[config.mk]
export PLATFORM = sky130hd
export DESIGN_NAME = fb_pixel_sink
export DESIGN_NICKNAME = d
export VERILOG_FILES = /design/src/rtl/fb_pkg.sv /design/src/rtl/fb_pixel_sink_pixel_fifo.sv /design/src/rtl/fb_pixel_sink.sv
export SDC_FILE = /design/constraint.sdc
export NUM_CORES = 1
export LEC_CHECK = 0
export ABC_AREA = 0
export CAP_MARGIN = 20
export CORE_ASPECT_RATIO = 1.1
export CORE_MARGIN = 5
export CORE_UTILIZATION = 37
export DETAILED_ROUTE_END_ITERATION = 8
export PLACE_DENSITY_LB_ADDON = 0.25
export SLEW_MARGIN = 0
export SYNTH_ARGS = -nofsm -noshare
export SYNTH_HDL_FRONTEND = slang
export SYNTH_HIERARCHICAL = 1
export SYNTH_SLANG_ARGS = --single-unit
[constraint.sdc]
create_clock -name clk -period 5.9 [get_ports clk]
set_clock_uncertainty 0.05 [all_clocks]
set_input_delay 1.18 -clock clk [delete_from_list [all_inputs] [get_ports clk]]
set_output_delay 1.18 -clock clk [all_outputs]
set_load 0.005 [all_outputs]
[src/rtl/fb_pkg.sv]
// Shared types and constants for the framebuffer pixel sink.
// Optional build macro used by the top: FB_CLIP_COUNT_EN.
package fb_pkg;

    localparam int FB_W      = 160;
    localparam int FB_H      = 120;
    localparam int FB_SIZE   = 19200;
    localparam int FB_ADDR_W = 15;
    localparam int COLOUR_W  = 6;

    typedef enum logic {
        IDLE,
        CLEARING
    } sweep_state_t;

    typedef struct packed {
        logic [FB_ADDR_W-1:0] addr;
        logic [COLOUR_W-1:0]  colour;
    } pixel_t;

    // Linear address y*160+x built from shifts: 160 = 128 + 32.
    function automatic logic [FB_ADDR_W-1:0] fb_addr_of(input logic [7:0] px, input logic [6:0] py);
        logic [FB_ADDR_W-1:0] yw;
        yw = {8'd0, py};
        return (yw << 7) + (yw << 5) + {7'd0, px};
    endfunction

endpackage

[src/rtl/fb_pixel_sink_pixel_fifo.sv]
// Small synchronous FIFO of pixel_t entries.
// Full/empty come from read/write pointers carrying an extra wrap bit.
// A push is honoured while full when a pop happens in the same cycle.
module pixel_fifo
    import fb_pkg::*;
#(
    parameter int DEPTH = 8
) (
    input  logic   clk,
    input  logic   reset_n,
    input  logic   push,
    input  pixel_t din,
    input  logic   pop,
    output logic   full,
    output logic   empty,
    output pixel_t head
);

    localparam int AW = $clog2(DEPTH);

    pixel_t         mem [DEPTH];
    logic [AW:0]    wr_ptr_reg;
    logic [AW:0]    rd_ptr_reg;
    logic           do_push;
    logic           do_pop;

    assign empty   = (wr_ptr_reg == rd_ptr_reg);
    assign full    = (wr_ptr_reg[AW] != rd_ptr_reg[AW]) &&
                     (wr_ptr_reg[AW-1:0] == rd_ptr_reg[AW-1:0]);
    assign do_pop  = pop && !empty;
    assign do_push = push && (!full || do_pop);
    assign head    = mem[rd_ptr_reg[AW-1:0]];

    // Storage array; contents need no reset because the pointers gate validity.
    always_ff @(posedge clk) begin
        if (do_push) begin
            mem[wr_ptr_reg[AW-1:0]] <= din;
        end
    end

    // Pointer update.
    always_ff @(posedge clk) begin
        if (!reset_n) begin
            wr_ptr_reg <= '0;
            rd_ptr_reg <= '0;
        end else begin
            if (do_push) begin
                wr_ptr_reg <= wr_ptr_reg + 1'b1;
            end
            if (do_pop) begin
                rd_ptr_reg <= rd_ptr_reg + 1'b1;
            end
        end
    end

endmodule

[src/rtl/fb_pixel_sink.sv]
// Framebuffer pixel sink: clips producer writes to 160x120, converts to a
// linear address, and issues one framebuffer write per clock. Owns the
// full-screen clear sweep; pixels arriving during a sweep are parked in a FIFO.
// Optional macro FB_CLIP_COUNT_EN adds a saturating clipped-write counter.
module fb_pixel_sink
    import fb_pkg::*;
#(
    parameter int                  FIFO_DEPTH = 8,
    parameter logic [COLOUR_W-1:0] BG_COLOUR  = 6'b000000
) (
    input  logic        clk,
    input  logic        reset_n,
    input  logic [7:0]  x,
    input  logic [6:0]  y,
    input  logic [5:0]  colour,
    input  logic        write_en,
    input  logic        clear_req,
    output logic [14:0] fb_addr,
    output logic [5:0]  fb_data,
    output logic        fb_wren,
    output logic        busy,
    output logic        clear_done,
    output logic        overflow
`ifdef FB_CLIP_COUNT_EN
    ,
    output logic [15:0] clip_count
`endif
);

    sweep_state_t          state_reg;
    logic [FB_ADDR_W-1:0]  sweep_cnt_reg;
    logic                  s1_valid_reg;
    pixel_t                s1_pix_reg;

    logic                  in_bounds;
    logic                  sweep_last;
    logic                  idle_path;
    logic                  fifo_push;
    logic                  fifo_pop;
    logic                  fifo_full;
    logic                  fifo_empty;
    logic                  pixel_drop;
    pixel_t                fifo_head;
    logic                  idle_out_valid;
    pixel_t                idle_out_pix;

    assign in_bounds = (x < 8'(FB_W)) && (y < 7'(FB_H));

    // Stage 1: capture in-bounds pixels and precompute their address.
    always_ff @(posedge clk) begin
        if (!reset_n) begin
            s1_valid_reg <= 1'b0;
            s1_pix_reg   <= '0;
        end else begin
            s1_valid_reg <= write_en && in_bounds;
            if (write_en && in_bounds) begin
                s1_pix_reg.addr   <= fb_addr_of(x, y);
                s1_pix_reg.colour <= colour;
            end
        end
    end

    // The cycle that retires the last sweep write behaves like IDLE so the
    // FIFO head lands on the output in the very first idle cycle.
    assign sweep_last = (state_reg == CLEARING) && (sweep_cnt_reg == 15'(FB_SIZE));
    assign idle_path  = ((state_reg == IDLE) && !clear_req) || sweep_last;
    assign fifo_pop   = idle_path && !fifo_empty;
    assign fifo_push  = s1_valid_reg && !(idle_path && fifo_empty);
    assign pixel_drop = fifo_push && fifo_full && !fifo_pop;

    pixel_fifo #(
        .DEPTH (FIFO_DEPTH)
    ) u_fifo (
        .clk     (clk),
        .reset_n (reset_n),
        .push    (fifo_push),
        .din     (s1_pix_reg),
        .pop     (fifo_pop),
        .full    (fifo_full),
        .empty   (fifo_empty),
        .head    (fifo_head)
    );

    // Idle output source: FIFO head first (keeps order), else direct stage 1.
    always_comb begin
        idle_out_valid = 1'b0;
        idle_out_pix   = s1_pix_reg;
        if (!fifo_empty) begin
            idle_out_valid = 1'b1;
            idle_out_pix   = fifo_head;
        end else if (s1_valid_reg) begin
            idle_out_valid = 1'b1;
        end
    end

    // Sweep FSM with registered framebuffer outputs and status flags.
    always_ff @(posedge clk) begin
        if (!reset_n) begin
            state_reg     <= IDLE;
            sweep_cnt_reg <= '0;
            fb_addr       <= '0;
            fb_data       <= '0;
            fb_wren       <= 1'b0;
            busy          <= 1'b0;
            clear_done    <= 1'b0;
            overflow      <= 1'b0;
        end else begin
            fb_wren    <= 1'b0;
            clear_done <= 1'b0;
            if (pixel_drop) begin
                overflow <= 1'b1;
            end
            case (state_reg)
                IDLE: begin
                    if (clear_req) begin
                        state_reg     <= CLEARING;
                        busy          <= 1'b1;
                        fb_addr       <= '0;
                        fb_data       <= BG_COLOUR;
                        fb_wren       <= 1'b1;
                        sweep_cnt_reg <= 15'd1;
                    end else if (idle_out_valid) begin
                        fb_addr <= idle_out_pix.addr;
                        fb_data <= idle_out_pix.colour;
                        fb_wren <= 1'b1;
                    end
                end
                CLEARING: begin
                    if (sweep_last) begin
                        state_reg  <= IDLE;
                        busy       <= 1'b0;
                        clear_done <= 1'b1;
                        if (idle_out_valid) begin
                            fb_addr <= idle_out_pix.addr;
                            fb_data <= idle_out_pix.colour;
                            fb_wren <= 1'b1;
                        end
                    end else begin
                        fb_addr       <= sweep_cnt_reg;
                        fb_data       <= BG_COLOUR;
                        fb_wren       <= 1'b1;
                        sweep_cnt_reg <= sweep_cnt_reg + 15'd1;
                    end
                end
                default: state_reg <= IDLE;
            endcase
        end
    end

`ifdef FB_CLIP_COUNT_EN
    logic [15:0] clip_count_reg;

    // Count producer writes rejected by the playfield bounds, saturating.
    always_ff @(posedge clk) begin
        if (!reset_n) begin
            clip_count_reg <= '0;
        end else if (write_en && !in_bounds && (clip_count_reg != 16'hFFFF)) begin
            clip_count_reg <= clip_count_reg + 16'd1;
        end
    end

    assign clip_count = clip_count_reg;
`endif

endmodule

==> metrics list <==
- The flow ran to the end, and the final reports show no timing, DRC or antenna violations.
* Number of global-route vias before repair: between 6000 and 7000
- Number of violations reported at the end of detailed-routing iteration 0: 405
- Counting stages on the worst path, the most repeated cell is sky130_fd_sc_hd__inv_1.
- The clock net in this run drives a total of between 200 and 250 sinks.
* Biggest fanout along the worst timing path: 2
* Instance area at placement: 11100 sq um
* Weighted congestion reported at the end of routability-driven placement: a little over 0.8
- Share of synthesized flip-flops with an asynchronous set or reset: 0
* Core Util, Final: 0.442
- The analysis attributes to cell leakage a power of 3.97 nW.
* H-tree level count: 1
- Crit start category: primary input
- In this run the horizontal extent of the chip is around 170 um.
- Count of synthesis-stage warnings from yosys: 6
- For this design the ratio of total power to cell area is 302 nW/um^2.
- Diodes inserted: 0
- Measured along the y axis, the die boundary spans 184 um.
* Final std cells w/o fill: roughly 1100
- Input and output buffers added on the ports amount to a little under 50.
* Worst-case headroom to the max-slew limit: 0.317
- After technology mapping, the gate count stands at between 700 and 800.
- Vias per cell: 5.32
- Along the worst hold path, the cell count comes to 1.
- The top cell types in the final layout, fill and taps aside, are 168 x sky130_fd_sc_hd__edfxtp_1, 72 x sky130_fd_sc_hd__dfxtp_1, 66 x sky130_fd_sc_hd__nand2_1.
- The number of cells on the worst reg-to-reg path is 9.
- In this run the core area contains 63 standard-cell rows.
- Clock-pin slew was measured on the worst setup and hold paths at approximately 0.06 ns.
- VDD sags by at most ~0.18 mV.
- ANT nets after route: 0
- Share of post-route cells with drive strength above 1: 0.180
- The floorplan step defined a die boundary enclosing just over 30000 sq um.
* Most common cell after layout, fill and taps aside: sky130_fd_sc_hd__edfxtp_1
- Static timing analysis puts the maximum clock frequency at 313 MHz.
- Counting distinct cell types in the post-synthesis netlist gives 61.
* Largest buffer count on any clock path: 3
- Detailed routing inserted a total of between 6000 and 7000 vias.
- Fill cells in the final layout number ~2400.
- Initial antenna violation count: 0
* Netlist Area Pre-Place: roughly 10000 sq um
- Wire length of the first global-routing pass: about 36000 um
- Time the worst path needs with I/O delays and setup: roughly 3.2 ns
- The hold violation count in the final report came to 0.
* Net total in the final layout: 805
* Cell total after placement: ~1100
- After detailed routing, the average wire length per cell comes to roughly 20 um.
* Peak per-stage delay on the critical path: 0.58 ns
- The critical path is of the in2reg type.
- Mean post-synth cell area: about 14 sq um
- Crit share post-route: 0.542
- Overflow left after global routing: 0
- DR pass1 iterations: 5
* Area growth, synth to finish: 17.0%
- Data on the critical path arrives at its endpoint at 3.54 ns.
- The number of buffers and inverters on the critical path is 3.
- Summed over all layers, the routed wires come to between 20000 and 25000 um.
* Flip-flop count of the largest register, all copies and words added: 168
* Clock latency at the later pin of the worst-skew pair: between 0.5 and 0.6 ns
- Number of buffers inserted during clock tree synthesis: 25
- Endpoints failing setup: 0
- The path class of the tightest hold or removal check is reg2reg.
* Count of flip-flops with a built-in enable after synthesis: around 170
* Total global-route track usage: 0.148
- After floorplanning, the core was sized to cover 27100 sq um.
- Required @ worst endpoint: approximately 6.2 ns
- Summing all non-filler instances in the final layout gives an area of 12000 sq um.
* Top flip-flop cell by instance count after synthesis: sky130_fd_sc_hd__edfxtp_1
- Adding up every negative setup slack in the final design gives 0 ns.
* Number of ports placed on the die boundary: 50
* Post-route DRC violation count: 0
* Clock root cell: sky130_fd_sc_hd__clkbuf_16
* Transition time of the tightest slew-check pin: just over 1 ns
* Critical-path top delay cell: sky130_fd_sc_hd__fa_1
* Count of cell instances traversed by the critical path: 9
- In this run the post-CTS setup repair buffer count came out at 0.
* Post-CTS sizing: 0
- Maximum capacitance violations: 0
- Worst hold slack: between 0.4 and 0.5 ns
- Family with the most delay on the worst path: adder cells
- Final Max Tran Viols: 0
* Flip-flop and latch count after synthesis: 242
* DP Wirelength: 14800 um
* Synth Net Count: about 750
* Setup repair after global routing missed its margin: no
- Critical-path cell list: clkdlybuf4s50_1 > inv_1 > fa_1 > inv_1 > ha_1 > a211oi_1 > o211ai_1 > nor2b_1 > o311ai_0
- For this configuration, the core starts out at a cell density of 0.377.
- Buffers inserted to repair hold after CTS numbered 0.
- TritonCTS built the clock tree.
- Of the synthesized area, sequential elements account for 0.638.
- Entering global routing, the biggest net connects 34 pins.
* Element type at the critical path end: register
per-stage QoR:
step | power, mW | setup WS (ns)
after floorplan | 2.02 | 1.38
after global placement | 2.10 | 2.18
after detailed placement | 2.11 | 2.15
after CTS | 3.66 | 2.69
after global routing | 3.76 | 2.49
final | 3.62 | 2.70
synthesized netlist by cell type (2+ instances only):
master,n,share of area
sky130_fd_sc_hd__a211o_1,2,0.0017
sky130_fd_sc_hd__a211oi_1,9,0.0066
sky130_fd_sc_hd__a21boi_1,2,0.0015
sky130_fd_sc_hd__a21oi_1,38,0.019
sky130_fd_sc_hd__a41oi_1,4,0.0034
sky130_fd_sc_hd__and2_1,3,0.0018
sky130_fd_sc_hd__and3_1,8,0.0049
sky130_fd_sc_hd__and4_1,2,0.0017
sky130_fd_sc_hd__buf_1,2,0.00073
sky130_fd_sc_hd__buf_2,8,0.0039
sky130_fd_sc_hd__buf_4,6,0.0044
sky130_fd_sc_hd__buf_6,3,0.0033
sky130_fd_sc_hd__clkbuf_1,21,0.0077
sky130_fd_sc_hd__dfxtp_1,74,0.14
sky130_fd_sc_hd__edfxtp_1,168,0.49
sky130_fd_sc_hd__fa_1,2,0.0039
sky130_fd_sc_hd__ha_1,17,0.021
sky130_fd_sc_hd__inv_1,18,0.0066
sky130_fd_sc_hd__mux2_2,21,0.023
sky130_fd_sc_hd__mux2i_1,31,0.030
sky130_fd_sc_hd__mux4_2,42,0.092
sky130_fd_sc_hd__nand2_1,66,0.024
sky130_fd_sc_hd__nand2b_1,5,0.0031
sky130_fd_sc_hd__nand3_1,12,0.0059
sky130_fd_sc_hd__nand4_1,11,0.0067
sky130_fd_sc_hd__nor2_1,35,0.013
sky130_fd_sc_hd__nor2b_1,3,0.0018
sky130_fd_sc_hd__nor3_1,8,0.0039
sky130_fd_sc_hd__nor3b_1,3,0.0022
sky130_fd_sc_hd__nor4_1,3,0.0018
sky130_fd_sc_hd__o2111ai_1,2,0.0017
sky130_fd_sc_hd__o211ai_1,4,0.0029
sky130_fd_sc_hd__o21a_1,6,0.0044
sky130_fd_sc_hd__o21ai_0,20,0.0098
sky130_fd_sc_hd__o221ai_1,3,0.0026
sky130_fd_sc_hd__o22ai_1,3,0.0018
sky130_fd_sc_hd__o31a_1,2,0.0017
sky130_fd_sc_hd__o31ai_1,2,0.0015
sky130_fd_sc_hd__or2_2,2,0.0012
sky130_fd_sc_hd__or3_1,7,0.0043
sky130_fd_sc_hd__or4_1,2,0.0015
sky130_fd_sc_hd__xnor2_1,6,0.0051
sky130_fd_sc_hd__xor2_1,3,0.0026
layout make-up:
| class | instances | area [sq um] | area share |
|---|---|---|---|
| sequential | 242 | 6530 | 0.545 |
| tap | 357 | 447 | 0.0373 |
| inverter | 19 | 71.3 | 0.00596 |
| clock buffer | 38 | 726 | 0.0606 |
| timing repair buffer | 67 | 646 | 0.0539 |
| multi-input combinational | 406 | 3470 | 0.289 |
| clock inverter | 7 | 91.3 | 0.00763 |
worst reg2reg max path, delay by kind of cell, from the launching register on:
family | cells | cell delay [ns]
XOR/XNOR | 1 | 0.18
AND/OR/NAND/NOR | 3 | 0.33
flip-flops | 1 | 0.54
AO/OA/AOI/OAI | 2 | 0.50
buffers and inverters | 3 | 1.15
power breakdown:
part	leakage, nW	switching [mW]	total, mW	internal [mW]
clock network	0.397	0.616	1.55	0.935
logic	1.43	0.102	0.186	0.0834
registers	2.15	0.0400	1.88	1.84
final timing paths:
check / start / endpoint / slack (ns)
max: y[0] / s1_pix_reg[19]$_SDFFE_PN0P_ / 2.70
min: overflow$_SDFFE_PN0P_ / overflow$_SDFFE_PN0P_ / 0.43
max reg2reg: u_fifo/wr_ptr_reg[1]$_SDFFE_PN0P_ / u_fifo/mem[3][10]$_DFFE_PP_ / 2.80
min reg2reg: overflow$_SDFFE_PN0P_ / overflow$_SDFFE_PN0P_ / 0.43
per-layer routing:
| metal | track usage | share of wire | routed length [um] | vias to the layer above |
|---|---|---|---|---|
| met3 | 0.0172 | 0.047 | 1080 | 28 |
| li1 | - | - | - | 2829 |
| met2 | 0.251 | 0.50 | 11400 | 153 |
| met5 | 0 | 0 | 0 | - |
| met4 | 0.0357 | 0.016 | 373 | 0 |
| met1 | 0.204 | 0.44 | 10000 | 3032 |
cell families (layout without fill, tap and decap cells):
logic type	count (synthesis)	count (layout)	share of synthesized area
DFF	242	242	0.638
and+or+nand+nor	176	176	0.0873
AOI/OAI and AO/OA	108	108	0.0695
muxes	94	94	0.146
buffers and inverters	59	131	0.0270
adders and majority gates	19	19	0.0247
xor gates and xnor gates	9	9	0.00770
Note: power is estimated with default switching activity, not from simulation.
